**src/rtl/cordic_gain_comp.sv**
```systemverilog
// CORDIC gain compensation: multiplies x/y by KCOEF/2^FRAC with a bit-serial shift-add.
// Define CORDIC_GAIN_SAT_EN to clip out-of-range results and report them on sat.
module cordic_gain_comp #(
  parameter int unsigned DATA_W = 13,
  parameter int unsigned COEF_W = 13,
  parameter int unsigned KCOEF  = 2487,
  parameter int unsigned FRAC   = 12
) (
  input  logic              clk,
  input  logic              rst_n,
  input  logic              in_valid,
  output logic              in_ready,
  input  logic [DATA_W-1:0] x_in,
  input  logic [DATA_W-1:0] y_in,
  output logic              out_valid,
  input  logic              out_ready,
  output logic [DATA_W-1:0] x_out,
  output logic [DATA_W-1:0] y_out,
  output logic              sat
);

  localparam int unsigned ACC_W = DATA_W + COEF_W;
  localparam int unsigned RND_W = ACC_W + 1;
  localparam int unsigned CNT_W = (COEF_W > 1) ? $clog2(COEF_W) : 1;
  localparam logic [COEF_W-1:0]       K_BITS   = COEF_W'(KCOEF);
  localparam logic [CNT_W-1:0]        CNT_LAST = CNT_W'(COEF_W - 1);
  localparam logic signed [RND_W-1:0] HALF     = RND_W'(1) << (FRAC - 1);

  typedef enum logic [1:0] {S_IDLE, S_MUL, S_DONE} state_t;

  state_t state, state_nxt;

  logic signed [DATA_W-1:0] x_r, y_r;
  logic signed [ACC_W-1:0]  acc_x, acc_y, acc_x_nxt, acc_y_nxt, x_ext, y_ext;
  logic [CNT_W-1:0]         cnt;
  logic signed [RND_W-1:0]  rx, ry;
  logic signed [DATA_W-1:0] x_fin, y_fin, x_q, y_q;
  logic                     sat_fin;

  always_ff @(posedge clk or negedge rst_n) begin
    if (!rst_n) state <= S_IDLE;
    else        state <= state_nxt;
  end

  always_comb begin
    state_nxt = state;
    unique case (state)
      S_IDLE:  if (in_valid)        state_nxt = S_MUL;
      S_MUL:   if (cnt == CNT_LAST) state_nxt = S_DONE;
      S_DONE:  if (out_ready)       state_nxt = S_IDLE;
      default:                      state_nxt = S_IDLE;
    endcase
  end

  always_comb begin
    in_ready  = 1'b0;
    out_valid = 1'b0;
    unique case (state)
      S_IDLE:  in_ready  = 1'b1;
      S_DONE:  out_valid = 1'b1;
      default: ;
    endcase
  end

  // Final result is taken from the post-add accumulator so the last coefficient bit counts.
  always_comb begin
    x_ext     = {{(ACC_W-DATA_W){x_r[DATA_W-1]}}, x_r};
    y_ext     = {{(ACC_W-DATA_W){y_r[DATA_W-1]}}, y_r};
    acc_x_nxt = acc_x;
    acc_y_nxt = acc_y;
    if (K_BITS[cnt]) begin
      acc_x_nxt = acc_x + (x_ext <<< cnt);
      acc_y_nxt = acc_y + (y_ext <<< cnt);
    end
    rx = ($signed({acc_x_nxt[ACC_W-1], acc_x_nxt}) + HALF) >>> FRAC;
    ry = ($signed({acc_y_nxt[ACC_W-1], acc_y_nxt}) + HALF) >>> FRAC;
  end

`ifdef CORDIC_GAIN_SAT_EN
  localparam logic signed [RND_W-1:0] MAX_V = RND_W'((1 << (DATA_W - 1)) - 1);
  localparam logic signed [RND_W-1:0] MIN_V = ~MAX_V;

  always_comb begin
    sat_fin = 1'b0;
    x_fin   = rx[DATA_W-1:0];
    y_fin   = ry[DATA_W-1:0];
    if (rx > MAX_V) begin
      x_fin = MAX_V[DATA_W-1:0]; sat_fin = 1'b1;
    end else if (rx < MIN_V) begin
      x_fin = MIN_V[DATA_W-1:0]; sat_fin = 1'b1;
    end
    if (ry > MAX_V) begin
      y_fin = MAX_V[DATA_W-1:0]; sat_fin = 1'b1;
    end else if (ry < MIN_V) begin
      y_fin = MIN_V[DATA_W-1:0]; sat_fin = 1'b1;
    end
  end
`else
  logic unused_hi;

  always_comb begin
    x_fin   = rx[DATA_W-1:0];
    y_fin   = ry[DATA_W-1:0];
    sat_fin = 1'b0;
  end

  assign unused_hi = ^{rx[RND_W-1:DATA_W], ry[RND_W-1:DATA_W], sat_fin};
`endif

  always_ff @(posedge clk or negedge rst_n) begin
    if (!rst_n) begin
      x_r   <= '0;
      y_r   <= '0;
      acc_x <= '0;
      acc_y <= '0;
      cnt   <= '0;
      x_q   <= '0;
      y_q   <= '0;
    end else begin
      unique case (state)
        S_IDLE: if (in_valid) begin
          x_r   <= x_in;
          y_r   <= y_in;
          acc_x <= '0;
          acc_y <= '0;
          cnt   <= '0;
        end
        S_MUL: begin
          acc_x <= acc_x_nxt;
          acc_y <= acc_y_nxt;
          cnt   <= cnt + 1'b1;
          if (cnt == CNT_LAST) begin
            x_q <= x_fin;
            y_q <= y_fin;
          end
        end
        default: ;
      endcase
    end
  end

`ifdef CORDIC_GAIN_SAT_EN
  logic sat_q;

  always_ff @(posedge clk or negedge rst_n) begin
    if (!rst_n)                                sat_q <= 1'b0;
    else if (state == S_MUL && cnt == CNT_LAST) sat_q <= sat_fin;
  end

  assign sat = sat_q;
`else
  assign sat = 1'b0;
`endif

  assign x_out = x_q;
  assign y_out = y_q;

endmodule

```
**config.mk**
```make
export PLATFORM = sky130hd
export DESIGN_NAME = cordic_gain_comp
export DESIGN_NICKNAME = d
export VERILOG_FILES = /design/src/rtl/cordic_gain_comp.sv
export SDC_FILE = /design/constraint.sdc
export NUM_CORES = 1
export LEC_CHECK = 0
export BUFFER_PORTS_ARGS = -buffer_cell sky130_fd_sc_hd__buf_4
export CAP_MARGIN = 20
export CORE_UTILIZATION = 63
export CTS_CLUSTER_SIZE = 40
export DETAILED_ROUTE_END_ITERATION = 10
export MAX_ROUTING_LAYER = met4
export PLACE_DENSITY = 0.85
export SLEW_MARGIN = 20
export SYNTH_ARGS = -nofsm -noshare
export SYNTH_HDL_FRONTEND = slang
export SYNTH_SLANG_ARGS = --single-unit
```
**constraint.sdc**
```tcl
create_clock -name clk -period 6.8 [get_ports clk]
set_input_delay 0.68 -clock clk [delete_from_list [all_inputs] [get_ports clk]]
set_output_delay 0.68 -clock clk [all_outputs]
set_load 0.02 [all_outputs]
```
==> Yosys cells after proc, flatten, opt, wreduce, memory -nomap -nowiden <==
Memories as Yosys holds them, arrays and structs flattened.
Cells that the tools add are included.
{ "totals": {"elab_cells": 43, "out_inout_bits": 29, "mem_count": 1, "romBits": 16, "ff_bits": 110, "input_bits": 30} }
{ "classes": {"mux": 14, "shifts": 2, "magnitude_cmp": 1, "addsub": 5, "n_eq_ne": 6, "reduce_logical": 6} }
{ "mem_list": {"columns": ["memory", "words", "word_bits", "read_ports", "rd_clocked_by_memory_dff", "write_ports", "line", "text"], "rows": [
  ["(no name shown)", 16, 1, 1, 0, 0, "71", "if (K_BITS[cnt]) begin"]
]} }
{ "ops": {"columns": ["operator", "n"], "rows": [
  ["$pmux W26 S2", 2],
  ["$mux W26", 3],
  ["$add A26 B26 Y26", 2],
  ["$sshl A13 B4 Y26", 2],
  ["$add A25 B13 Y25 const B", 2],
  ["$pmux W4 S2", 1],
  ["$mux W2", 3],
  ["$ne A2 B2 Y1 const B", 3],
  ["$pmux W2 S3", 1],
  ["$reduce_and A2 Y1", 3],
  ["$lt A4 B5 Y1 const B", 1],
  ["$add A4 B1 Y4 const B", 1],
  ["$eq A4 B4 Y1 const B", 1],
  ["$mux W4", 1],
  ["$mux W1", 3],
  ["$reduce_and A3 Y1", 1],
  ["$eq A2 B1 Y1 const B", 1],
  ["$eq A2 B2 Y1 const B", 1],
  ["$logic_not A2 Y1", 1],
  ["$reduce_bool A2 Y1", 1]
]} }

==> Depth between registers and ports, before layout <==
Gate-level depths: netlist of run 1.
{ "logic_depth": {"ltp_word": 4, "mapped_depth": 22, "ltp_nobuf": 20} }

==> Worst setup path after synthesis of run 1 <==
OpenSTA, ideal clock, no wires.
{ "synth_timing": {"path_type": "reg-to-reg", "start": "register cnt[1]", "end": "register x_q[12] (netlist: x_out[12])", "path_stages_with_launch": 20, "n_path_buf": 3, "arrival_time_ns": 4.798, "period_less_slack_ns": 4.926, "slack_ns": 1.874, "cell_sequence": "dfrtp_1 -> buf_1 -> clkbuf_1 -> clkbuf_1 -> mux2i_1 -> nand2_1 -> nand2_1 -> nor2_1 -> a21oi_1 -> o22ai_1 -> ha_1 -> nor3_2 -> o31a_1 -> or2_4 -> o311ai_4 -> o221ai_2 -> a2111o_2 -> nor4_4 -> and4_2 -> o31ai_2"} }
{ "synth_via": {"elab_chain_len": 4, "word_cells_on_any_way": 8, "cone_classes": "add/sub (2); eq/ne (1); shift (1); mux (2); reduce/logical (1); memory (1)"} }
{ "synth_rtl": {"columns": ["element", "line", "text"], "rows": [
  ["start, declared", "35", "logic [CNT_W-1:0] cnt;"],
  ["start signal, assigned", "131", "cnt <= cnt + 1'b1;"],
  ["$sshl A13 B4 Y26 / $mem_v2 Z16 W1 (equally long branches)", null, null],
  ["$add A26 B26 Y26 / $mux W1 (equally long branches)", "72, 71", null],
  ["$mux W26", "71", null],
  ["$add A25 B13 Y25", "75", "rx = ($signed({acc_x_nxt[ACC_W-1], acc_x_nxt}) + HALF) >>> FRAC;"],
  ["end signal, assigned", "133", "x_q <= x_fin;"],
  ["end, declared", "37", "logic signed [DATA_W-1:0] x_fin, y_fin, x_q, y_q;"]
]} }
Several ways; a longest one is shown, not always the timed one. The select of a mux whose other input is x is not followed.
A chain may end at the register's enable or synchronous reset.

==> Worst setup path after layout of run 1 <==
{ "layout_timing": {"start": "register cnt[0]", "end": "register x_q[11] (netlist: x_out[11])"} }
The elaborated chain is that of the path after synthesis.

==> impl_metrics.env, run 1 <==
export IMPL_ys_seq_elements=108
export IMPL_status="finished, final reports clean"
export IMPL_post_cts_buffers=0
export IMPL_rsz0062_at_grt="no"
export IMPL_hpwl_um=16730
export IMPL_h_tree_depth=3
export IMPL_tightest_slew_ns=0.9731
export IMPL_cp_max_fo=33
export IMPL_placed_area_um2=9552
export IMPL_ys_seq_area_share_pct=29.56
export IMPL_max_freq_mhz=180.9
export IMPL_synth_edf_count=0
export IMPL_grt_use_total_pct=32.64
export IMPL_path_clk_slew_ns=0.07
export IMPL_mostFrequentLayoutCell="nand2_1"
export IMPL_critPathLaunchType="register"
export IMPL_grt_use_met2_pct=53.69
export IMPL_nNetsFinal=1203
export IMPL_gr_usage_met1_pct=38.54
export IMPL_drive_above_1_share_pct=14.08
export IMPL_grt_pass1_vias=7854
export IMPL_maxCapViolCount=0
export IMPL_numCtsBuffers=9
export IMPL_vias=8373
export IMPL_finalSetupViolations=0
export IMPL_fin_skew_ns=0.01277
export IMPL_die_area_um2=15000
export IMPL_syn_to_final_growth_pct=7.856
export IMPL_syn_inst=1107
export IMPL_clkSinkCount=108
export IMPL_antenna_found_initial=0
export IMPL_io_buffers=57
export IMPL_core_area_um2=14040
export IMPL_end_kind="register"
export IMPL_insertion_delay_ns=0.37
export IMPL_gp_routability_congestion=0.9330
export IMPL_dp_cells=1287
export IMPL_dieWidth_um=122.5
export IMPL_use_met3_pct=5.948
export IMPL_netlist_area_um2=9143
export IMPL_row_count=43
export IMPL_ys_types=86
export IMPL_antenna_cells=0
export IMPL_stdcell_area_um2=9861
export IMPL_routed_wl_um=22890
export IMPL_synth_flop_cell="dfrtp_1"
export IMPL_overflow=0
export IMPL_hold_path_class="in -> async"
export IMPL_drt_initial_drc_count=761
export IMPL_drc_errors=0
export IMPL_finalMaxSlewViolations=0
export IMPL_routedWlPerCell_um=17.58
export IMPL_fin_crit_ns=5.528
export IMPL_grt_pass1_wl_um=37200
export IMPL_crit_required_ns=7.05
export IMPL_crit_arrival_ns=5.78
export IMPL_hold_violations=0
export IMPL_cts_tree="yes"
export IMPL_gr_max_usage_layer="met2"
export IMPL_post_cts_resized=0
export IMPL_clk_path_buf_depth=2
export IMPL_viasPerCell=6.431
export IMPL_io_pins=59
export IMPL_syn_nets=1192
export IMPL_fin_cells=1302
export IMPL_yosysWarnings=0
export IMPL_r2r_end="x_out[11]$_DFFE_PN0P_"
export IMPL_layout_common_cells="119 x nand2_1, 107 x dfrtp_1, 106 x o21ai_0"
export IMPL_slew_headroom_pct=35.13
export IMPL_first_pass_iters=5
export IMPL_r2r_start="cnt[0]$_DFFE_PN0P_"
export IMPL_reg2reg_setup_slack_ns=1.27
export IMPL_grt_max_degree=77
export IMPL_n_fill_cell=1160
export IMPL_ctsHoldBuffers=0
export IMPL_period_share_pct=81.29
export IMPL_die_h_um=122.5
export IMPL_critPathKind="reg -> reg"
export IMPL_antenna_left=0
export IMPL_clockRootBuffer="clkbuf_16"
export IMPL_syn_area_per_cell_um2=8.259
export IMPL_final_setup_tns_ns=0
export IMPL_start_util_pct=65.11
export IMPL_async_reset_ff_share_pct=100.0
export IMPL_r2r_cells=15
## Yosys cell counts (3+ instances only)
| master | n | area share, % |
|---|---|---|
| a31oi_1 | 16 | 1.1 |
| inv_1 | 23 | 0.94 |
| a21boi_0 | 6 | 0.49 |
| nand2_1 | 120 | 4.9 |
| o31a_2 | 3 | 0.33 |
| or2_2 | 8 | 0.55 |
| clkbuf_1 | 43 | 1.8 |
| nand4_1 | 11 | 0.75 |
| nand2b_1 | 10 | 0.68 |
| o2111ai_1 | 5 | 0.48 |
| mux2i_1 | 40 | 4.4 |
| xnor2_1 | 18 | 1.7 |
| nor2b_1 | 7 | 0.48 |
| a311oi_1 | 5 | 0.48 |
| nor3_1 | 19 | 1.0 |
| nand3_1 | 80 | 4.4 |
| buf_6 | 3 | 0.37 |
| a211oi_1 | 15 | 1.2 |
| nand3b_1 | 5 | 0.41 |
| buf_1 | 11 | 0.45 |
| ha_1 | 53 | 7.3 |
| and3_1 | 8 | 0.55 |
| o21ai_0 | 106 | 5.8 |
| o211ai_1 | 14 | 1.1 |
| o211a_1 | 5 | 0.55 |
| clkbuf_8 | 4 | 0.60 |
| mux2_2 | 35 | 4.3 |
| o31ai_1 | 8 | 0.66 |
| nor2_1 | 82 | 3.4 |
| nor3b_1 | 3 | 0.25 |
| a211o_1 | 4 | 0.38 |
| o22ai_1 | 6 | 0.41 |
| and2_1 | 14 | 0.96 |
| nor4_1 | 7 | 0.48 |
| o21bai_1 | 3 | 0.25 |
| xor2_1 | 22 | 2.1 |
| dfrtp_1 | 108 | 30 |
| or4_1 | 3 | 0.25 |
| o21a_1 | 11 | 0.90 |
| a31o_2 | 6 | 0.57 |
| a21oi_1 | 70 | 3.8 |
| a21o_1 | 22 | 1.8 |
| o31a_1 | 4 | 0.38 |
| or3_1 | 9 | 0.62 |
## metrics by stage
stage	hold WS, ns	setup slack [ns]	util (%)
6_report	0.3181	1.272	70.22
5_1_grt	0.3781	0.7910	70.22
4_1_cts	0.3494	1.307	70.21
3_5_place_dp	0.4666	1.312	68.02
3_3_place_gp	0.4627	1.532	68.02
2_1_floorplan	0.3844	1.874	-
## cell families (layout without fill, tap and decap cells)
family,Yosys count,in the layout,share of synthesized area (%)
AND/OR/NAND/NOR,400,400,21.25
buffers and inverters,91,106,4.585
flip-flops,108,108,29.56
AO/OA/AOI/OAI,336,336,24.10
adder cells (fa/ha/maj),55,55,7.691
other,1,1,0.04102
XOR/XNOR,40,40,3.832
multiplexers,76,76,8.937
## per-layer routing
metal  routed length (um)  vias up
met5                    0        -
met4                  954        0
met3                 1144       84
met2                11020      253
met1                 9766     3946
li1                     -     4090
## final cells by class
cell class,count,area [um2],share of cell area (%)
Inverter,24,90.09,0.9136
Tap cell,180,225.2,2.284
Timing Repair Buffer,67,503.0,5.101
Clock buffer,11,232.7,2.360
Clock inverter,4,75.07,0.7613
Multi-Input combinational cell,908,6031,61.16
Sequential cell,108,2704,27.42
## critical path: stages (launching register included)
cell and delay (ns):
dfrtp_1 0.99, inv_1 0.59, o31a_1 0.44, mux2_2 0.29
nand2b_1 0.08, o21ai_0 0.11, ha_1 0.40, nor2_1 0.09
o31a_1 0.33, o21ai_0 0.42, a21o_2 0.22, o2111ai_1 0.12
a2111o_2 0.57, nor3_1 0.40, nand3_1 0.14, a31o_2 0.25
## worst max path at each step
stage	cells past startpoint	endpoint	slack, ns	startpoint
6_report	15	x_out[11]$_DFFE_PN0P_	1.27	cnt[0]$_DFFE_PN0P_
5_1_grt	15	y_out[8]$_DFFE_PN0P_	0.79	cnt[0]$_DFFE_PN0P_
4_1_cts	15	y_out[8]$_DFFE_PN0P_	1.31	cnt[0]$_DFFE_PN0P_
3_5_place_dp	15	y_out[8]$_DFFE_PN0P_	1.31	cnt[0]$_DFFE_PN0P_
3_3_place_gp	15	y_out[8]$_DFFE_PN0P_	1.53	cnt[0]$_DFFE_PN0P_
2_1_floorplan	19	x_out[12]$_DFFE_PN0P_	1.87	cnt[1]$_DFFE_PN0P_
## state kept, by name, summed over array words and instances, names as in the netlist
| register | cells |
|---|---|
| x_out | 13 |
| y_out | 13 |
| state | 2 |
| acc_y | 25 |
| acc_x | 25 |
| x_r | 13 |
| y_r | 13 |
| cnt | 4 |
Power of run 1 is not shown: default switching activity piles up to over one toggle a cycle in this logic, so the estimate is an artifact.
==> run 2, diff against run 1 <==
Settings changed: ABC_AREA from default to 1, CORE_UTILIZATION 63 to 57, PLACE_DENSITY 0.85 to 0.81.
Clock period 6.8 ns to 4.7 ns, I/O delays scaled along.
==> impl_metrics.env, run 2 <==
export IMPL_async_reset_ff_share_pct=100.0
export IMPL_hpwl_um=22360
export IMPL_layout_common_cells="688 x nand2_1, 241 x inv_1, 156 x nand3_1"
export IMPL_drive_above_1_share_pct=7.188
export IMPL_cts_tree="yes"
export IMPL_hold_violations=0
export IMPL_ys_seq_elements=108
export IMPL_start_util_pct=58.01
export IMPL_crit_required_ns=4.96
export IMPL_gr_usage_met1_pct=41.76
export IMPL_critPathKind="reg -> reg"
export IMPL_gr_max_usage_layer="met2"
export IMPL_finalMaxSlewViolations=0
export IMPL_synth_edf_count=0
export IMPL_grt_pass1_wl_um=47910
export IMPL_gp_routability_congestion=0.9876
export IMPL_antenna_cells=0
export IMPL_row_count=48
export IMPL_tightest_slew_ns=1.089
export IMPL_post_cts_buffers=0
export IMPL_grt_use_total_pct=34.44
export IMPL_syn_to_final_growth_pct=9.173
export IMPL_insertion_delay_ns=0.37
export IMPL_yosys_top_cells_area="dfrtp_1 27%, nand2_1 26%, inv_1 9.0%"
export IMPL_finalSetupViolations=0
export IMPL_grt_use_met2_pct=58.55
export IMPL_synth_flop_cell="dfrtp_1"
export IMPL_clkSinkCount=108
export IMPL_fin_skew_ns=0.008156
export IMPL_final_setup_worst_slack_ns=0.4936
export IMPL_viasPerCell=5.418
export IMPL_ys_types=39
export IMPL_nNetsFinal=1805
export IMPL_use_met3_pct=5.140
export IMPL_status="finished, final reports clean"
export IMPL_post_cts_resized=0
export IMPL_vias=10570
export IMPL_drc_errors=0
export IMPL_dieWidth_um=134.4
export IMPL_die_h_um=134.4
export IMPL_first_pass_iters=6
export IMPL_yosysMostFrequentCell="nand2_1"
export IMPL_hold_path_class="in -> async"
export IMPL_crit_arrival_ns=4.46
export IMPL_cp_max_fo=28
export IMPL_antenna_left=0
export IMPL_rsz0062_at_grt="no"
export IMPL_startpoint="cnt[1]$_DFFE_PN0P_"
export IMPL_ctsHoldBuffers=0
export IMPL_ys_seq_area_share_pct=27.03
export IMPL_top_regs="acc_x x25, acc_y x25"
export IMPL_drt_initial_drc_count=788
export IMPL_routed_wl_um=28860
export IMPL_synth_top_area_cell="dfrtp_1"
export IMPL_die_area_um2=18070
export IMPL_fin_cells=1950
export IMPL_yosysWarnings=0
export IMPL_antenna_found_initial=0
export IMPL_fin_crit_ns=4.206
export IMPL_netlist_area_um2=9998
export IMPL_grt_max_degree=68
export IMPL_io_buffers=57
export IMPL_clk_path_buf_depth=2
export IMPL_path_clk_slew_ns=0.07
export IMPL_dp_worst_setup_slack_ns=0.6008
export IMPL_hold_slack_ns=0.2241
export IMPL_grt_pass1_vias=9995
export IMPL_ys_top_cells_by_count="689 x nand2_1, 241 x inv_1, 156 x nand3_1"
export IMPL_numCtsBuffers=9
export IMPL_synth_top_area_share_pct=27.03
export IMPL_syn_inst=1693
export IMPL_io_pins=59
export IMPL_period_share_pct=89.50
export IMPL_core_area_um2=17240
export IMPL_dp_cells=1934
export IMPL_final_setup_tns_ns=0
export IMPL_syn_nets=1778
export IMPL_slew_headroom_pct=27.30
export IMPL_clockRootBuffer="clkbuf_16"
export IMPL_routedWlPerCell_um=14.80
export IMPL_h_tree_depth=3
export IMPL_critPathLaunchType="register"
export IMPL_end_kind="register"
export IMPL_mostFrequentLayoutCell="nand2_1"
export IMPL_syn_area_per_cell_um2=5.906
export IMPL_maxCapViolCount=0
export IMPL_r2r_start="cnt[1]$_DFFE_PN0P_"
export IMPL_max_freq_mhz=237.7
export IMPL_overflow=0
-- run 2: cell count changes after synthesis, moves of 22 or more --
cell / change
mux2i_1: -32
nand2_1: +569
inv_1: +218
mux2_2: -35
nor2_1: +27
a21oi_1: -33
nand3_1: +76
a21o_1: -22
-- run 2: final timing paths --
check,slack [ns],endpoint,depth (start not counted)
max in group asynchronous,3.33,acc_x[13]$_DFFE_PN0P_,2
min,0.22,y_out[11]$_DFFE_PN0P_,1
max,0.49,y_out[11]$_DFFE_PN0P_,25
min in group clk,0.27,state[1]$_DFFE_PN0P_,2
min reg2reg,0.47,x_out[0]$_DFFE_PN0P_,2
max reg2reg,0.49,y_out[11]$_DFFE_PN0P_,25
-- run 2: kinds of logic after synthesis --
kind of cell	share of synthesized area, %
other	0.03751
adders and majority gates	7.033
and+or+nand+nor	41.98
AOI/OAI and AO/OA	10.17
muxes	0.8009
buffers and inverters	11.63
DFF	27.03
xor gates and xnor gates	1.314
-- run 2: stage by stage --
step           cell area, um2  util (%)
6_report                10920     63.33
2_1_floorplan            9998         -
3_5_place_dp            10590     61.41
4_1_cts                 10920     63.33
3_3_place_gp            10590     61.41
5_1_grt                 10920     63.33
-- run 2: cell type report --
| type | instances | area (um2) |
|---|---|---|
| clock buffers | 10 | 239.0 |
| clock inverters | 6 | 91.34 |
| fillers | 1676 | 6321 |
| inverters | 249 | 937.1 |
| multi-input cells | 1282 | 6138 |
| flip-flops and latches | 108 | 2703 |
| well taps | 225 | 281.5 |
| repair buffers | 70 | 525.5 |
-- run 2: worst max-delay path, cell delays in order (launching register included) --
cell and delay [ns]:
dfrtp_1 0.38, inv_1 0.55, nand3_1 0.14, o21ai_0 0.16
nor2_1 0.07, a31oi_1 0.17, inv_1 0.09, nand2_1 0.06
o21ai_0 0.10, ha_1 0.40, nand2_1 0.17, nor2_2 0.21
nand3_1 0.15, nand3_1 0.13, nand2_1 0.06, nand3_1 0.10
nand2_1 0.10, inv_2 0.08, ha_1 0.16, inv_1 0.06
nor2_2 0.20, nand3_2 0.15, nor2_4 0.15, nand3_1 0.09
nand3_1 0.09, nand2_1 0.05
-- run 2: layer usage --
layer	vias up	wire (um)
li1	5388	-
met1	4853	12730
met2	270	14020
met3	54	1329
met4	0	778
met5	-	0
Power of run 2 is left out for the same reason.
